<file path="config.mk">
export PLATFORM = sky130hd
export DESIGN_NAME = execute_writeback_stage
export DESIGN_NICKNAME = d
export VERILOG_FILES = /design/src/rtl/execute_writeback_stage.sv
export SDC_FILE = /design/constraint.sdc
export NUM_CORES = 1
export LEC_CHECK = 0
export ABC_AREA = 0
export ABC_CLOCK_PERIOD_IN_PS = 2250
export BUFFER_PORTS_ARGS = -buffer_cell sky130_fd_sc_hd__clkbuf_2
export CAP_MARGIN = 40
export CORE_MARGIN = 2
export CORE_UTILIZATION = 33
export DETAILED_ROUTE_END_ITERATION = 8
export MAX_ROUTING_LAYER = met4
export PLACE_DENSITY_LB_ADDON = 0.25
export SLEW_MARGIN = 30
export SYNTH_ARGS = -nofsm -noshare
export SYNTH_HDL_FRONTEND = slang
export SYNTH_SLANG_ARGS = --single-unit
</file>
<file path="constraint.sdc">
create_clock -name clock -period 2.25 [get_ports clock]
set_input_delay 0.675 -clock clock [delete_from_list [all_inputs] [get_ports clock]]
set_output_delay 0.675 -clock clock [all_outputs]
set_load 0.005 [all_outputs]
</file>
<file path="src/rtl/execute_writeback_stage.sv">
`default_nettype none
// ============================================================================
// Module      : execute_writeback_stage
// Description : Commits execute-stage ALU results to the register-file write
//               port and the status (flags) register. Byte results commit in
//               one cycle; multiplier results commit low byte to rd and high
//               byte to rd+1 over two cycles, stalling execute meanwhile.
// Revision    : 1.0 - initial release
// ============================================================================
module execute_writeback_stage #(
  parameter int         REG_ADDR_W = 3,
  parameter logic [1:0] MUL_OPCODE = 2'b01
) (
  input  logic                  clock,
  input  logic                  nreset,
  input  logic                  ex_valid,
  output logic                  ex_ready,
  input  logic [1:0]            ex_alu_operation,
  input  logic                  ex_write_enable,
  input  logic [REG_ADDR_W-1:0] ex_dest_reg,
  input  logic [15:0]           ex_result,
  input  logic [2:0]            ex_flags,
  output logic                  rf_we,
  output logic [REG_ADDR_W-1:0] rf_addr,
  output logic [7:0]            rf_data,
  output logic                  flags_we,
  output logic [2:0]            flags_out,
  output logic                  busy
);

  typedef enum logic [1:0] {
    IDLE     = 2'd0,
    WRITE_LO = 2'd1,
    WRITE_HI = 2'd2
  } state_t;

  localparam logic [REG_ADDR_W-1:0] RD_STEP = {{(REG_ADDR_W-1){1'b0}}, 1'b1};

  state_t                state;
  state_t                state_next;
  logic [1:0]            hold_op;
  logic                  hold_we;
  logic [REG_ADDR_W-1:0] hold_rd;
  logic [15:0]           hold_result;
  logic [2:0]            hold_flags;
  logic                  hold_is_mul;
  logic                  transfer;

  assign hold_is_mul = (hold_op == MUL_OPCODE);
  // Only a writing multiply needs a second cycle, so only it blocks execute.
  // Ready depends on registered state alone, never on ex_valid.
  assign ex_ready    = ~((state == WRITE_LO) && hold_is_mul && hold_we);
  assign transfer    = ex_valid && ex_ready;

  // State register; reset abandons any half-committed result.
  always_ff @(posedge clock) begin
    if (nreset) begin
      state <= IDLE;
    end else begin
      state <= state_next;
    end
  end

  // Capture the offered result whenever the handshake completes.
  always_ff @(posedge clock) begin
    if (nreset) begin
      hold_op     <= 2'b00;
      hold_we     <= 1'b0;
      hold_rd     <= '0;
      hold_result <= 16'h0000;
      hold_flags  <= 3'b000;
    end else if (transfer) begin
      hold_op     <= ex_alu_operation;
      hold_we     <= ex_write_enable;
      hold_rd     <= ex_dest_reg;
      hold_result <= ex_result;
      hold_flags  <= ex_flags;
    end
  end

  // Status register commits at the end of every low-byte cycle.
  always_ff @(posedge clock) begin
    if (nreset) begin
      flags_out <= 3'b000;
    end else if (state == WRITE_LO) begin
      flags_out <= hold_flags;
    end
  end

  // Next-state selection and output decode from registered state.
  always_comb begin
    state_next = state;
    rf_we      = 1'b0;
    rf_addr    = '0;
    rf_data    = 8'h00;
    flags_we   = 1'b0;
    busy       = 1'b0;
    case (state)
      IDLE: begin
        if (transfer) state_next = WRITE_LO;
      end
      WRITE_LO: begin
        busy     = 1'b1;
        rf_we    = hold_we;
        rf_addr  = hold_rd;
        rf_data  = hold_result[7:0];
        flags_we = 1'b1;
        if (hold_is_mul && hold_we) begin
          state_next = WRITE_HI;
        end else if (transfer) begin
          state_next = WRITE_LO;
        end else begin
          state_next = IDLE;
        end
      end
      WRITE_HI: begin
        busy       = 1'b1;
        rf_we      = 1'b1;
        rf_addr    = hold_rd + RD_STEP;
        rf_data    = hold_result[15:8];
        state_next = transfer ? WRITE_LO : IDLE;
      end
      default: begin
        state_next = IDLE;
      end
    endcase
  end

endmodule
`default_nettype wire

</file>
==> results.txt, run 1 <==
Core area - 4410 um^2
CP max stage cell - dfxtp_2
Mux cell area share after synthesis - 2.69%
Most frequent cells after synthesis - 30 x dfxtp_1, 23 x nand2b_1, 22 x nand4b_1
# setup viols final - 0
Port bufs - 45
Simple-gate area share of the yosys netlist - 32.6%
Mapped Area - 1540 um^2
Synth Area in Adders - 4.07%
Avg WL per Cell - 14.3 um
CP startpoint kind - flop
Vias - 1345
Fill count - 441
Int Pwr - 0.879 mW
Worst Skew - 0.00565 ns
Clock insertion delay at the later pin of the skew report - 0.27 ns
Post-DP HPWL - 2580 um
Mean Syn Cell Area - 8.99 um^2
Primary FF master, synth - dfxtp_1
Synth Instances - 171
Pre-CTS setup slack - 0.240 ns
Critical path class - reg2out
Yosys warnings - 0
Seq pwr share - 50.3%
Clock share of power - 36.0%
Synth cell types - 28
GP Congestion - 0.742
Slew at the pin closest to its max-slew limit - 0.369 ns
Largest family of logic cells by synthesized area - simple AND/OR/NAND/NOR gates
Vias in the first global route - 1198
Endpoint class of the critical path - output port
Fin. max-slew vios - 0
Total global-route track usage - 15.0%
Final worst slack - 0.0886 ns
PD cells - 607 nW/um^2
Hold Violations, Final - 0
Post-CTS setup buffer count - 0
CTS Buf Count - 5
Sequential Area - 602 um^2
Top Ports - 46
Initial Utilization - 34.8%
Synthesis-to-layout area growth - 24.3%
Final critical-path required period - 2.16 ns
First-pass GRT wire length - 5850 um
Leak Pwr - 0.765 nW
Die Height - 72.2 um
Vias per cell - 5.13
CP required - 1.57 ns
Crit path cell chain - inv_1, ha_1, buf_4, a22oi_1, nor2b_1, clkbuf_2
Fin cells - 262
Critical-path maximum fanout - 6
H-tree lvl count - 2
Status - finished clean
Slew headroom - 75.4%
Clock Root Buffer - clkbuf_8
Net Sw Power - 0.281 mW
GR Overflow Total - 0
Multi-input gate area - 872 um^2
CTS clk-pin slew, worst paths - 0.06 ns
Critical path arrival - 1.49 ns
Die ar. - 5220 um^2
Switching Fraction - 24.2%
Initial antenna violation count - 0
ANT cells - 0
CTS tree - built
Row count - 24
Cell count after placement - 256
Yosys top cell by area - dfxtp_1
Share of the synthesized area in the top cell type - 39.1%
Nets - 244
Tcrit/Tclk final - 96.1%
Achievable Freq - 463 MHz
Hold crit path type - reg2reg
Async set-or-reset flop fraction in the synthesized netlist - 0%
Starting DRT DRC Count - 54
Number of flops mapped to enable cells by yosys - 0
DRT Wirelength - 3750 um
Layout cells sized above 1 - 31.4%
Synth Area in Compound Gates - 15.1%
Count leader, synth - dfxtp_1
Synth top area cells - dfxtp_1 39%, nand4b_1 13%, nand2b_1 9.4%, o21ai_0 6.8%, nor2b_1 4.5%
Pin count of the biggest net entering global routing - 36
Logic pwr share - 13.8%
Post-synthesis sequential area ratio - 39.1%
Post-Synth XOR/XNOR Area - 0%
Post-Syn Nets - 204
Post-DRT Antenna Nets - 0
MaxCap Viol Count - 0
RSZ-0062 raised after global routing - yes
Residual DRC count - 0
Seq cells post-synth - 30
Crit-path max cell delay - 0.37 ns
CTS Sinks - 30
Die Wd - 72.2 um
DRT Pass-1 Iters - 4
Worst vdd ir - 0.000322 V
CTS Buffer Depth - 2
-- layout by cell type, fill, tap and decap left out, types with 2 or more instances in the layout --
cell type and n:
a21oi_1 2, a22oi_1 7, a22oi_2 2, a311oi_1 2
buf_4 5, clkbuf_2 45, clkbuf_8 6, dfxtp_1 29
ha_1 3, ha_4 2, inv_1 3, mux2i_1 3
nand2_1 2, nand2b_1 23, nand4b_1 22, nor2_1 6
nor2b_1 11, o21ai_0 21, o21ai_1 2, o31ai_1 2
-- registers in the layout, indices dropped and copies added (netlist names) --
name and cells:
hold_flags 3, state 2, hold_rd 3, hold_we 1, hold_op 2, flags_out 3, hold_result 16
-- stage by stage --
| stage | TNS [ns] | power, mW | cell area (um^2) | hold WS (ns) | util, % |
|---|---|---|---|---|---|
| 2_1_floorplan | 0 | 0.688 | 1540 | 0.442 | - |
| 3_5_place_dp | 0 | 0.746 | 1790 | 0.468 | 40.5 |
| 6_report | 0 | 1.16 | 1910 | 0.477 | 43.3 |
| 3_3_place_gp | 0 | 0.746 | 1790 | 0.459 | 40.5 |
| 4_1_cts | 0 | 1.17 | 1880 | 0.482 | 42.5 |
| 5_1_grt | -0.00176 | 1.22 | 1910 | 0.497 | 43.3 |
-- worst max-delay path, delay by kind of cell (launching register included) --
kind                       cells  cell delay (ns)
DFF                            1             0.37
buffers and inverters          3             0.36
adders and majority gates      1             0.21
AOI/OAI and AO/OA              1             0.20
and+or+nand+nor                1             0.07
-- timing repair --
action                                  4_1_cts  5_1_grt
gates resized for setup                       2        7
hold buffers                                  0        0
endpoints found under the setup margin        5        9
-- kinds of logic after synthesis --
family	after synthesis
AND/OR/NAND/NOR	71
AO/OA/AOI/OAI	39
flip-flops	30
buffers and inverters	22
adder cells (fa/ha/maj)	5
multiplexers	4
-- cell type report --
cell class / instances / area share (%)
Sequential cell: 30 / 31.5
Clock buffer: 6 / 4.32
Timing Repair Buffer: 51 / 14.3
Tap cell: 52 / 3.41
Inverter: 4 / 0.786
Multi-Input combinational cell: 119 / 45.6
-- metal layers --
layer	routed length, um	GRT usage, %	vias to the layer above
li1	-	-	686
met1	1910	21.9	622
met2	1600	19.9	33
met3	207	4.72	4
met4	35	3.77	0
met5	0	-	-
-- final timing paths --
kind / start / end / slack (ns) / depth (start not counted)
setup / recovery: state[1]$_SDFFE_PP0P_ / rf_addr[1] / 0.09 / 6
hold / removal: hold_result[13]$_SDFFE_PP0P_ / hold_result[13]$_SDFFE_PP0P_ / 0.48 / 2
setup reg to reg: state[1]$_SDFFE_PP0P_ / hold_result[11]$_SDFFE_PP0P_ / 0.35 / 7
hold reg to reg: hold_result[13]$_SDFFE_PP0P_ / hold_result[13]$_SDFFE_PP0P_ / 0.48 / 2
-- power by group through the flow --
stage               Sequential [mW]  Combinational [mW]  Clock, mW
finish                        0.583               0.160      0.417
global route                  0.587               0.177      0.460
CTS                           0.582               0.154      0.435
detailed placement            0.594               0.153          0
global placement              0.594               0.152          0
floorplan                     0.589              0.0993          0
Power figures use the tool's default switching activity.
==> run 2, diff against run 1 <==
==> constraint.sdc (replaced) <==
create_clock -name clock -period 2.25 [get_ports clock]
set_input_delay 0.675 -clock clock [delete_from_list [all_inputs] [get_ports clock]]
set_output_delay 0.675 -clock clock [all_outputs]
set_load 0.02 [all_outputs]
==> run 2 against run 1 <==
Effect of this change: hold slack got worse by 0.0072 ns; die area is the same; flip-flop and latch count did not move; sequential share of layout area fell by 0.29 points; total power is 2.4% higher; register-to-register slack improved by 0.18 ns; design area rose by 2.0%; routed wire length increased by 3.6%; clock power grew 4%; largest power group unchanged.
==> results.txt, run 2 (synthesis gave the netlist of run 1 again) <==
CP delay by family, top - buffers and inverters
Leak Pwr - 0.781 nW
PD cells - 609 nW/um^2
H-tree lvl count - 2
Worst flop-to-flop path startpoint - state[1]$_SDFFE_PP0P_
Initial Utilization - 34.8%
Most frequent cells in the layout - 39 x clkbuf_2, 28 x dfxtp_1, 23 x nand2b_1, 22 x nand4b_1, 21 x o21ai_0
Pin count of the biggest net entering global routing - 36
Row count - 24
Worst Skew - 0.00534 ns
Port bufs - 45
Core area - 4410 um^2
R2R depth - 7
CTS Buffer Depth - 2
Critical-path maximum fanout - 8
Status - finished clean
R2R Setup Slk - 0.53 ns
Die Wd - 72.2 um
Switching Fraction - 25.7%
CTS Sinks - 30
Critical R2R Capture - state[0]$_SDFFE_PP0P_
Endpoint class of the critical path - output port
CTS Buf Count - 5
Clock share of power - 36.5%
Top Ports - 46
DRT Pass-1 Iters - 4
Die Height - 72.2 um
Vias in the first global route - 1242
CP required - 1.57 ns
GR Overflow Total - 0
Hold_sp - hold_flags[2]$_SDFFE_PP0P_
ANT cells - 0
Int Pwr - 0.881 mW
Layout cells sized above 1 - 33.0%
Total global-route track usage - 16.3%
Worst hold stages - 2
Crit-path max cell delay - 0.36 ns
Post-Route Setup TNS - 0 ns
DRT Wirelength - 3880 um
Most common cell after layout, fill and taps aside - clkbuf_2
Seq pwr share - 49.1%
Starting DRT DRC Count - 74
Critical path arrival - 1.49 ns
CTS clk-pin slew, worst paths - 0.06 ns
Slew headroom - 79.4%
Crit path cell chain - inv_2, ha_4, buf_4, a22oi_1, nor2b_1, clkbuf_2
Synthesis-to-layout area growth - 26.8%
Die ar. - 5220 um^2
Initial antenna violation count - 0
GP Congestion - 0.750
Worst hold endpoint - hold_flags[2]$_SDFFE_PP0P_
Final critical-path required period - 2.17 ns
Clock Root Buffer - clkbuf_8
Max reg flops - 16
Fill count - 464
Hold crit path type - reg2reg
Cell count after placement - 258
Avg WL per Cell - 14.7 um
CP bufs+invs - 3
Fin cells - 264
Residual DRC count - 0
Net Sw Power - 0.306 mW
Worst vdd ir - 0.000235 V
CP max stage cell - dfxtp_4
CP startpoint kind - flop
Post-DP HPWL - 2610 um
RSZ-0062 raised after global routing - no
Nets - 246
Critical path class - reg2out
Achievable Freq - 461 MHz
MaxCap Viol Count - 0
Vias per cell - 5.11
Critical path depth - 6
CTS tree - built
Vias - 1348
First-pass GRT wire length - 6130 um
Tcrit/Tclk final - 96.4%
Post-DRT Antenna Nets - 0
Fin. max-slew vios - 0
Hold Violations, Final - 0
Hold_buf cts - 0
# setup viols final - 0
Slew at the pin closest to its max-slew limit - 0.309 ns
Largest register by flop count - hold_result
Logic pwr share - 14.4%
Clock insertion delay at the later pin of the skew report - 0.28 ns
-- run 2: metrics by stage --
stage	hold slack [ns]	area [um^2]	util [%]	power, mW	setup WS (ns)
2_1_floorplan	0.442	1540	-	0.698	0.0787
3_3_place_gp	0.457	1800	40.8	0.756	0.248
3_5_place_dp	0.458	1800	40.8	0.757	0.182
4_1_cts	0.468	1930	43.8	1.20	0.0113
5_1_grt	0.482	1950	44.1	1.24	0.000315
6_report	0.470	1950	44.1	1.19	0.0807
-- run 2: worst min-delay path: stages, from the launching register on --
cell and delay, ns:
dfxtp_1 0.31, nand2b_1 0.07, o21ai_1 0.05
-- run 2: timing repair --
| action | in CTS | in global routing |
|---|---|---|
| gates resized for setup | 11 | 13 |
| buffers inserted | 0 | 0 |
| endpoints found under the setup margin | 11 | 9 |
-- run 2: power groups by stage --
stage,clock [mW],combinational (mW),sequential [mW]
2_1_floorplan,0,0.107,0.590
3_5_place_dp,0,0.163,0.594
3_3_place_gp,0,0.162,0.593
5_1_grt,0.464,0.190,0.586
6_report,0.433,0.171,0.583
4_1_cts,0.447,0.172,0.584
-- run 2: worst max-delay path by stage --
stage	start	to	slack, ns
after floorplan	state[1]$_SDFFE_PP0P_	rf_addr[2]	0.08
after global placement	state[0]$_SDFFE_PP0P_	rf_addr[2]	0.25
after detailed placement	state[0]$_SDFFE_PP0P_	rf_addr[2]	0.18
after CTS	state[1]$_SDFFE_PP0P_	rf_data[3]	0.01
after global routing	state[0]$_SDFFE_PP0P_	rf_addr[2]	0.0003
final	state[1]$_SDFFE_PP0P_	rf_data[6]	0.08
-- run 2: area by class of cell --
| class | count | area [um^2] | area share [%] |
|---|---|---|---|
| timing repair buffer | 53 | 299 | 15.4 |
| clock buffer | 6 | 82.6 | 4.24 |
| inverter | 4 | 15.0 | 0.771 |
| multi-input combinational | 119 | 878 | 45.1 |
| sequential | 30 | 608 | 31.2 |
| tap | 52 | 65.1 | 3.34 |
-- run 2: metal layers --
layer | routed length [um] | global-route usage (%) | vias up
li1 | - | - | 691
met1 | 1860 | 21.3 | 599
met2 | 1670 | 23.1 | 51
met3 | 285 | 5.00 | 7
met4 | 70 | 6.92 | 0
met5 | 0 | - | -
